`src/rtl/constraint_sample_sequencer_if.sv`:
```
// rtl/constraint_sample_sequencer_if.sv - satisfying-sample output stream
interface constraint_sample_sequencer_if #(
  parameter int VEC_W = 96
);
  logic             sample_valid;
  logic             sample_ready;
  logic [VEC_W-1:0] sample_data;

  modport master (output sample_valid, output sample_data, input sample_ready);
  modport slave  (input sample_valid, input sample_data, output sample_ready);
endinterface

```
`src/rtl/constraint_sample_sequencer.sv`:
```
// rtl/constraint_sample_sequencer.sv - LFSR candidate generator and sampler for a constraint checker
module constraint_sample_sequencer #(
  parameter int          VEC_W     = 96,
  parameter int          CHK_LAT   = 0,
  parameter int          MAX_TRIES = 1024,
  parameter logic [31:0] SEED      = 32'hACE1_2024
) (
  input  logic                          clk,
  input  logic                          rst_n,
  input  logic                          start,
  input  logic [15:0]                   num_req,
  input  logic                          abort,
  input  logic                          seed_load,
  input  logic [31:0]                   seed_in,
  output logic [VEC_W-1:0]              cand,
  input  logic                          chk_sat,
  constraint_sample_sequencer_if.master smp,
  output logic                          busy,
  output logic                          done,
  output logic                          fail,
  output logic [15:0]                   try_cnt,
  output logic [15:0]                   acc_cnt
);
  localparam int          NCHUNK = (VEC_W + 31) / 32;
  localparam int          FCW    = (NCHUNK > 1) ? $clog2(NCHUNK) : 1;
  localparam int          WCW    = (CHK_LAT > 0) ? $clog2(CHK_LAT + 1) : 1;
  localparam logic [31:0] MASK   = 32'h8020_0003;
  localparam logic [15:0] MAX_T  = 16'(MAX_TRIES);

  typedef enum logic [2:0] {IDLE, FILL, WAIT, EVAL, HOLD} state_t;

  state_t           state, state_d;
  logic [31:0]      lfsr;
  logic [31:0]      lfsr_nx;
  logic [VEC_W-1:0] cand_fill;
  logic [FCW-1:0]   fcnt;
  logic [WCW-1:0]   wcnt;
  logic [15:0]      num_req_q;
  logic [15:0]      try_inc;
  logic [15:0]      acc_inc;
  logic             fill_last;
  logic             handshake;

  assign lfsr_nx   = {1'b0, lfsr[31:1]} ^ (lfsr[0] ? MASK : 32'h0);
  assign fill_last = (fcnt == FCW'(NCHUNK - 1));
  assign handshake = (state == HOLD) && smp.sample_ready;
  // counters stick at all-ones instead of wrapping
  assign try_inc   = (try_cnt == 16'hFFFF) ? try_cnt : try_cnt + 16'd1;
  assign acc_inc   = (acc_cnt == 16'hFFFF) ? acc_cnt : acc_cnt + 16'd1;

  // each fill cycle shifts the freshly stepped LFSR word into the low end
  generate
    if (VEC_W > 32) begin : g_wide
      assign cand_fill = {cand[VEC_W-33:0], lfsr_nx};
    end else begin : g_narrow
      assign cand_fill = lfsr_nx[VEC_W-1:0];
    end
  endgenerate

  assign busy             = (state != IDLE);
  assign smp.sample_valid = (state == HOLD);
  assign smp.sample_data  = cand;

  // state register
  always_ff @(posedge clk or negedge rst_n) begin
    if (!rst_n) state <= IDLE;
    else        state <= state_d;
  end

  // next-state decode; abort overrides everything
  always_comb begin
    state_d = state;
    unique case (state)
      IDLE: if (start) state_d = (num_req == 16'd0) ? IDLE : FILL;
      FILL: if (fill_last) state_d = (CHK_LAT == 0) ? EVAL : WAIT;
      WAIT: if (wcnt == WCW'(1)) state_d = EVAL;
      EVAL: begin
        if (chk_sat)               state_d = HOLD;
        else if (try_inc == MAX_T) state_d = IDLE;
        else                       state_d = FILL;
      end
      HOLD: if (smp.sample_ready) state_d = (acc_inc == num_req_q) ? IDLE : FILL;
      default: state_d = IDLE;
    endcase
    if (abort) state_d = IDLE;
  end

  // datapath: LFSR, candidate, counters and status pulses
  always_ff @(posedge clk or negedge rst_n) begin
    if (!rst_n) begin
      lfsr      <= SEED;
      cand      <= '0;
      fcnt      <= '0;
      wcnt      <= '0;
      num_req_q <= 16'd0;
      try_cnt   <= 16'd0;
      acc_cnt   <= 16'd0;
      done      <= 1'b0;
      fail      <= 1'b0;
    end else begin
      done <= 1'b0;
      fail <= 1'b0;
      unique case (state)
        IDLE: if (!abort) begin
          // the seed lands before FILL starts, so a same-cycle start uses it
          if (seed_load) lfsr <= (seed_in == 32'h0) ? 32'h1 : seed_in;
          if (start) begin
            num_req_q <= num_req;
            try_cnt   <= 16'd0;
            acc_cnt   <= 16'd0;
            fcnt      <= '0;
            if (num_req == 16'd0) done <= 1'b1;
          end
        end
        FILL: begin
          lfsr <= lfsr_nx;
          cand <= cand_fill;
          fcnt <= fill_last ? '0 : fcnt + FCW'(1);
          wcnt <= WCW'(CHK_LAT);
        end
        WAIT: wcnt <= wcnt - WCW'(1);
        EVAL: if (!chk_sat) begin
          try_cnt <= try_inc;
          if (try_inc == MAX_T && !abort) fail <= 1'b1;
        end
        HOLD: if (handshake) begin
          // an accepted sample counts even when abort lands on the same cycle
          acc_cnt <= acc_inc;
          try_cnt <= 16'd0;
          if (acc_inc == num_req_q && !abort) done <= 1'b1;
        end
        default: ;
      endcase
    end
  end
endmodule
```
`src/flat_wrapper.sv`:
```
// flat-port wrapper written by rule: the top's interface ports become plain ports
module constraint_sample_sequencer_flat 
#(
  parameter int          VEC_W     = 96,
  parameter int          CHK_LAT   = 0,
  parameter int          MAX_TRIES = 1024,
  parameter logic [31:0] SEED      = 32'hACE1_2024
)
  (clk, rst_n, start, num_req, abort, seed_load, seed_in, cand, chk_sat, busy, done, fail, try_cnt, acc_cnt, smp_sample_valid, smp_sample_data, smp_sample_ready);
  constraint_sample_sequencer_if #(.VEC_W(VEC_W)) smp_i ();
  input  logic clk;
  input  logic rst_n;
  input  logic start;
  input  logic [15:0] num_req;
  input  logic abort;
  input  logic seed_load;
  input  logic [31:0] seed_in;
  output logic [VEC_W-1:0] cand;
  input  logic chk_sat;
  output logic busy;
  output logic done;
  output logic fail;
  output logic [15:0] try_cnt;
  output logic [15:0] acc_cnt;
  output wire logic [$bits(smp_i.sample_valid)-1:0] smp_sample_valid;
  output wire logic [$bits(smp_i.sample_data)-1:0] smp_sample_data;
  input wire logic [$bits(smp_i.sample_ready)-1:0] smp_sample_ready;
  assign smp_sample_valid = smp_i.sample_valid;
  assign smp_sample_data = smp_i.sample_data;
  assign smp_i.sample_ready = smp_sample_ready;
  constraint_sample_sequencer #(.VEC_W(VEC_W), .CHK_LAT(CHK_LAT), .MAX_TRIES(MAX_TRIES), .SEED(SEED)) u_core (.clk(clk), .rst_n(rst_n), .start(start), .num_req(num_req), .abort(abort), .seed_load(seed_load), .seed_in(seed_in), .cand(cand), .chk_sat(chk_sat), .smp(smp_i), .busy(busy), .done(done), .fail(fail), .try_cnt(try_cnt), .acc_cnt(acc_cnt));
endmodule
```
`config.mk`:
```
export PLATFORM = sky130hd
export DESIGN_NAME = constraint_sample_sequencer_flat
export DESIGN_NICKNAME = d
export VERILOG_FILES = /design/src/rtl/constraint_sample_sequencer_if.sv /design/src/rtl/constraint_sample_sequencer.sv /design/src/flat_wrapper.sv
export SDC_FILE = /design/constraint.sdc
export NUM_CORES = 1
export LEC_CHECK = 0
export BUFFER_PORTS_ARGS = -buffer_cell sky130_fd_sc_hd__buf_2
export CAP_MARGIN = 25
export CORE_MARGIN = 5
export CORE_UTILIZATION = 53
export DETAILED_ROUTE_END_ITERATION = 10
export GPL_TIMING_DRIVEN = 0
export PLACE_DENSITY = 0.92
export SETUP_SLACK_MARGIN = 0.1
export SLEW_MARGIN = 0
export SYNTH_ARGS = -nofsm -noshare
export SYNTH_HDL_FRONTEND = slang
export SYNTH_SLANG_ARGS = --single-unit
```
`constraint.sdc`:
```
create_clock -name clk -period 2.9 [get_ports clk]
set_input_delay 0.145 -clock clk [delete_from_list [all_inputs] [get_ports clk]]
set_output_delay 0.145 -clock clk [all_outputs]
set_load 0.02 [all_outputs]
```
==> flow_metrics.py <==
metrics = {
    "outcome": {
        "outcome": "finished clean",
    },
    "sta": {
        "timing.final.ws_setup_ns": 0.0602,
        "worst_slew_pin_slew_ns": 0.846,
        "slew_headroom_pct": 43.2,
        "fin_crit_sh_pct": 97.9,
        "final_hold_viol_count": 0,
        "slew_viol_final": 0,
        "setup-violations-final": 0,
        "timing.clock.skew_ns": 0.00860,
        "timing.fmax_ghz": 0.352,
        "rsz0062_at_grt": "true",
        "finalCriticalPeriod_ns": 2.84,
    },
    "worst_setup_path": {
        "worstReg2RegStart": "u_core.acc_cnt[0]$_DFFE_PN0P_",
        "reg2reg_setup_slack_ns": 0.06,
        "cp.required_ns": 3.19,
        "endpoint_kind": "register",
        "reg2regPathDepth": 9,
        "cp_cell_sequence": "ha_2 > and3_1 > buf_4 > nand4_1 > o211a_1 > a2111oi_2 > o2111ai_1 > o41ai_2 > nand3_1",
        "slowest_delay_ns": 0.46,
        "path_delay_family": "compound AO/OA/AOI/OAI gates",
        "setup.worst_path.start_class": "register",
        "critPathKind": "register to register",
        "crit_slowest_cell": "dfrtp_2",
        "crit_fanout": 10,
        "cp.buffers_inverters": 1,
        "rr_endpoint": "u_core.state[0]$_DFFE_PN0P_",
        "arrival_ns": 3.13,
    },
    "drt": {
        "drtIter0Drc": 811,
        "routed_wl_um": 29500,
        "met3_length_um": 2460,
        "antenna_left": 0,
        "vias": 9401,
        "drt_pass1_iterations": 5,
        "highest_layer": "met4",
        "drc": 0,
        "routedWlPerCell_um": 17.4,
        "vias_per_cell": 5.53,
        "wl_met1_um": 11000,
        "route.met2.wl_um": 15200,
    },
    "logic_synthesis": {
        "synth_top_family_by_area": "simple AND/OR/NAND/NOR gates",
        "yosys-top-cells-count": "387 x nand2_1, 173 x dfrtp_1, 99 x buf_4, 68 x o21ai_0, 44 x nor2_1",
        "yosys-mux-area-fraction_pct": 4.38,
        "syn_inst": 1133,
        "yosysMostFrequentCell": "nand2_1",
        "synth_top_cell_by_area": "dfrtp_1",
        "async_reset_ff_share_pct": 100,
        "yosysTopAreaCellShare_pct": 44.7,
        "seq_area_frac_synth_pct": 47.7,
        "synthSimpleGateAreaFrac_pct": 25.5,
        "synth_nets": 1190,
        "ys_ff_latch": 184,
        "synth-adder-area-share_pct": 0.258,
        "yosysWarnings": 0,
        "syn_area_sq_um": 9690,
        "syn_avg_cell_area_sq_um": 8.55,
        "synth_ff_type": "dfrtp_1",
        "synth_xor_area_share_pct": 2.07,
        "synth_edf_count": 0,
        "synth.area.top_cells": "dfrtp_1 45%, nand2_1 15%, buf_4 7.7%",
        "synth_cell_types": 62,
        "synth-compound-area-share_pct": 9.31,
    },
    "die": {
        "start_util_pct": 53.9,
        "ioPinCount": 283,
        "core-area_sq_um": 18000,
        "rows": 49,
        "dieArea_sq_um": 21100,
        "fp.dieH_um": 145,
        "die_x_um": 145,
    },
    "grt": {
        "grt_max_degree": 105,
        "antenna_found_initial": 1,
        "grt_usage_pct": 27.4,
        "grt_pass1_vias": 9246,
        "grt_pass1_wl_um": 48200,
        "grt_remaining_overflow": 0,
    },
    "layout": {
        "finalNonFillerCells": 1699,
        "area_delta_synth_final_pct": 26.5,
        "layout.nets": 1513,
        "final_area_sq_um": 12300,
        "final_core_util_pct": 68.3,
        "drive_gt1_share_pct": 31.3,
    },
    "power": {
        "fin_total_pwr_w": 0.0131,
        "p_int_w": 0.00711,
        "p_per_area_nw_per_um2": 1070,
        "vdd_drop_max_mv": 0.941,
        "power_frac_comb_pct": 48.0,
        "switchingPower_w": 0.00601,
        "seqPwrFrac_pct": 34.6,
        "static-leakage-power_nw": 6.51,
        "clockPowerShare_pct": 17.4,
        "switching_share_pct": 45.8,
    },
    "job": {
        "maxCapViolCount": 0,
    },
    "placed_design": {
        "io_buffers": 281,
        "dp_hpwl_um": 21800,
        "place.gp.congestion": 0.931,
        "dp_slack_ns": -0.169,
        "dp_cells": 1644,
        "place_area_sq_um": 11400,
    },
    "clock_tree": {
        "path_clk_slew_ns": 0.08,
        "cts_buffers": 17,
        "cts-root-buf": "clkbuf_16",
        "h-tree-depth": 4,
        "cts_num_sinks": 184,
        "clock_latency_ns": 0.43,
        "cts_tree": "built",
        "cts_buffer_depth": 2,
    },
    "hold_path": {
        "hold_class": "input pin to register",
        "min-delay-start": "seed_in[29]",
        "hold_end": "u_core.lfsr[29]$_DFFE_PN1P_",
        "whs_path_depth": 3,
    },
}
-- placed cells by master, fill, tap and decap left out, drive strengths merged, types with 18 or more instances in the layout --
cell / netlist / routed
clkbuf: 43 / 62
nand4: 19 / 19
nor2: 44 / 44
dfrtp: 173 / 173
o21ai: 69 / 69
buf: 115 / 399
inv: 11 / 18
nor4: 21 / 21
dlygate4sd3: 0 / 19
mux2i: 39 / 39
nor3: 19 / 19
a21oi: 29 / 29
nand2: 388 / 388
nand3: 23 / 23
-- cell type report --
type,instances,area [sq um]
Antenna cell,1,2.50
Buffer,158,1020
Clock buffer,18,429
Clock inverter,14,156
Fill cell,1329,5700
Inverter,11,41.3
Multi-Input combinational cell,780,4050
Sequential cell,184,4620
Tap cell,229,287
Timing Repair Buffer,304,1660
-- repair_timing --
item / 4_1_cts / 5_1_grt
buffers inserted: 0 / 3
gates resized for setup: 8 / 6
endpoints found under the setup margin: 2 / 11
pin swaps: 0 / 1
hold buffers: 19 / 0
hold endpoints to repair: 100 / 0
-- power groups by stage --
stage	clock network [W]	logic [W]	registers, W
final	0.00228	0.00630	0.00454
after global placement	0	0.00603	0.00449
after global routing	0.00243	0.00688	0.00466
after floorplan	0	0.00366	0.00494
after detailed placement	0	0.00625	0.00455
after CTS	0.00231	0.00633	0.00451
-- worst max-delay path by stage --
stage | start | endpoint | cells past startpoint
5_1_grt | u_core.acc_cnt[0]$_DFFE_PN0P_ | u_core.state[0]$_DFFE_PN0P_ | 9
2_1_floorplan | u_core.acc_cnt[4]$_DFFE_PN0P_ | u_core.state[0]$_DFFE_PN0P_ | 8
4_1_cts | u_core.acc_cnt[4]$_DFFE_PN0P_ | u_core.state[0]$_DFFE_PN0P_ | 8
6_report | u_core.acc_cnt[0]$_DFFE_PN0P_ | u_core.state[0]$_DFFE_PN0P_ | 9
3_3_place_gp | rst_n | u_core.num_req_q[7]$_DFFE_PN0P_ | 1
3_5_place_dp | u_core.acc_cnt[4]$_DFFE_PN0P_ | u_core.state[0]$_DFFE_PN0P_ | 8
-- flip-flops by register name, summed over array words and instances (netlist names), 2 cells and up --
register	count
u_core.acc_cnt	16
u_core.fcnt	2
u_core.state	3
u_core.cand	96
u_core.num_req_q	16
u_core.try_cnt	16
u_core.lfsr	32
-- per-layer routing --
layer,track usage [%],vias to the layer above
met5,0,-
met4,10.3,0
li1,-,4381
met2,48.3,519
met1,32.5,4417
met3,6.33,84
-- worst reg2reg max path: cells and delay by family, from the launching register on --
kind / cells / cell delay (ns)
compound gates: 4 / 1.14
simple gates: 3 / 0.64
flops: 1 / 0.46
fa+ha+maj: 1 / 0.26
buf+inv: 1 / 0.20
-- stage by stage --
stage / setup TNS [ns] / hold slack, ns
after floorplan: 0 / -0.151
after global placement: -204.29 / 0.351
after detailed placement: -0.203 / 0.168
after CTS: 0 / 0.00447
after global routing: -0.0392 / 0.0145
final: 0 / 0.0176
-- cell families (layout without fill, tap and decap cells) --
kind of cell,count (synthesis),in the layout
adders and majority gates,2,2
buffers and inverters,169,505
xor gates and xnor gates,22,22
and+or+nand+nor,563,563
AOI/OAI and AO/OA,151,151
other,0,1
DFF,184,184
muxes,42,42
No activity file was read; power rests on OpenSTA's default activity.
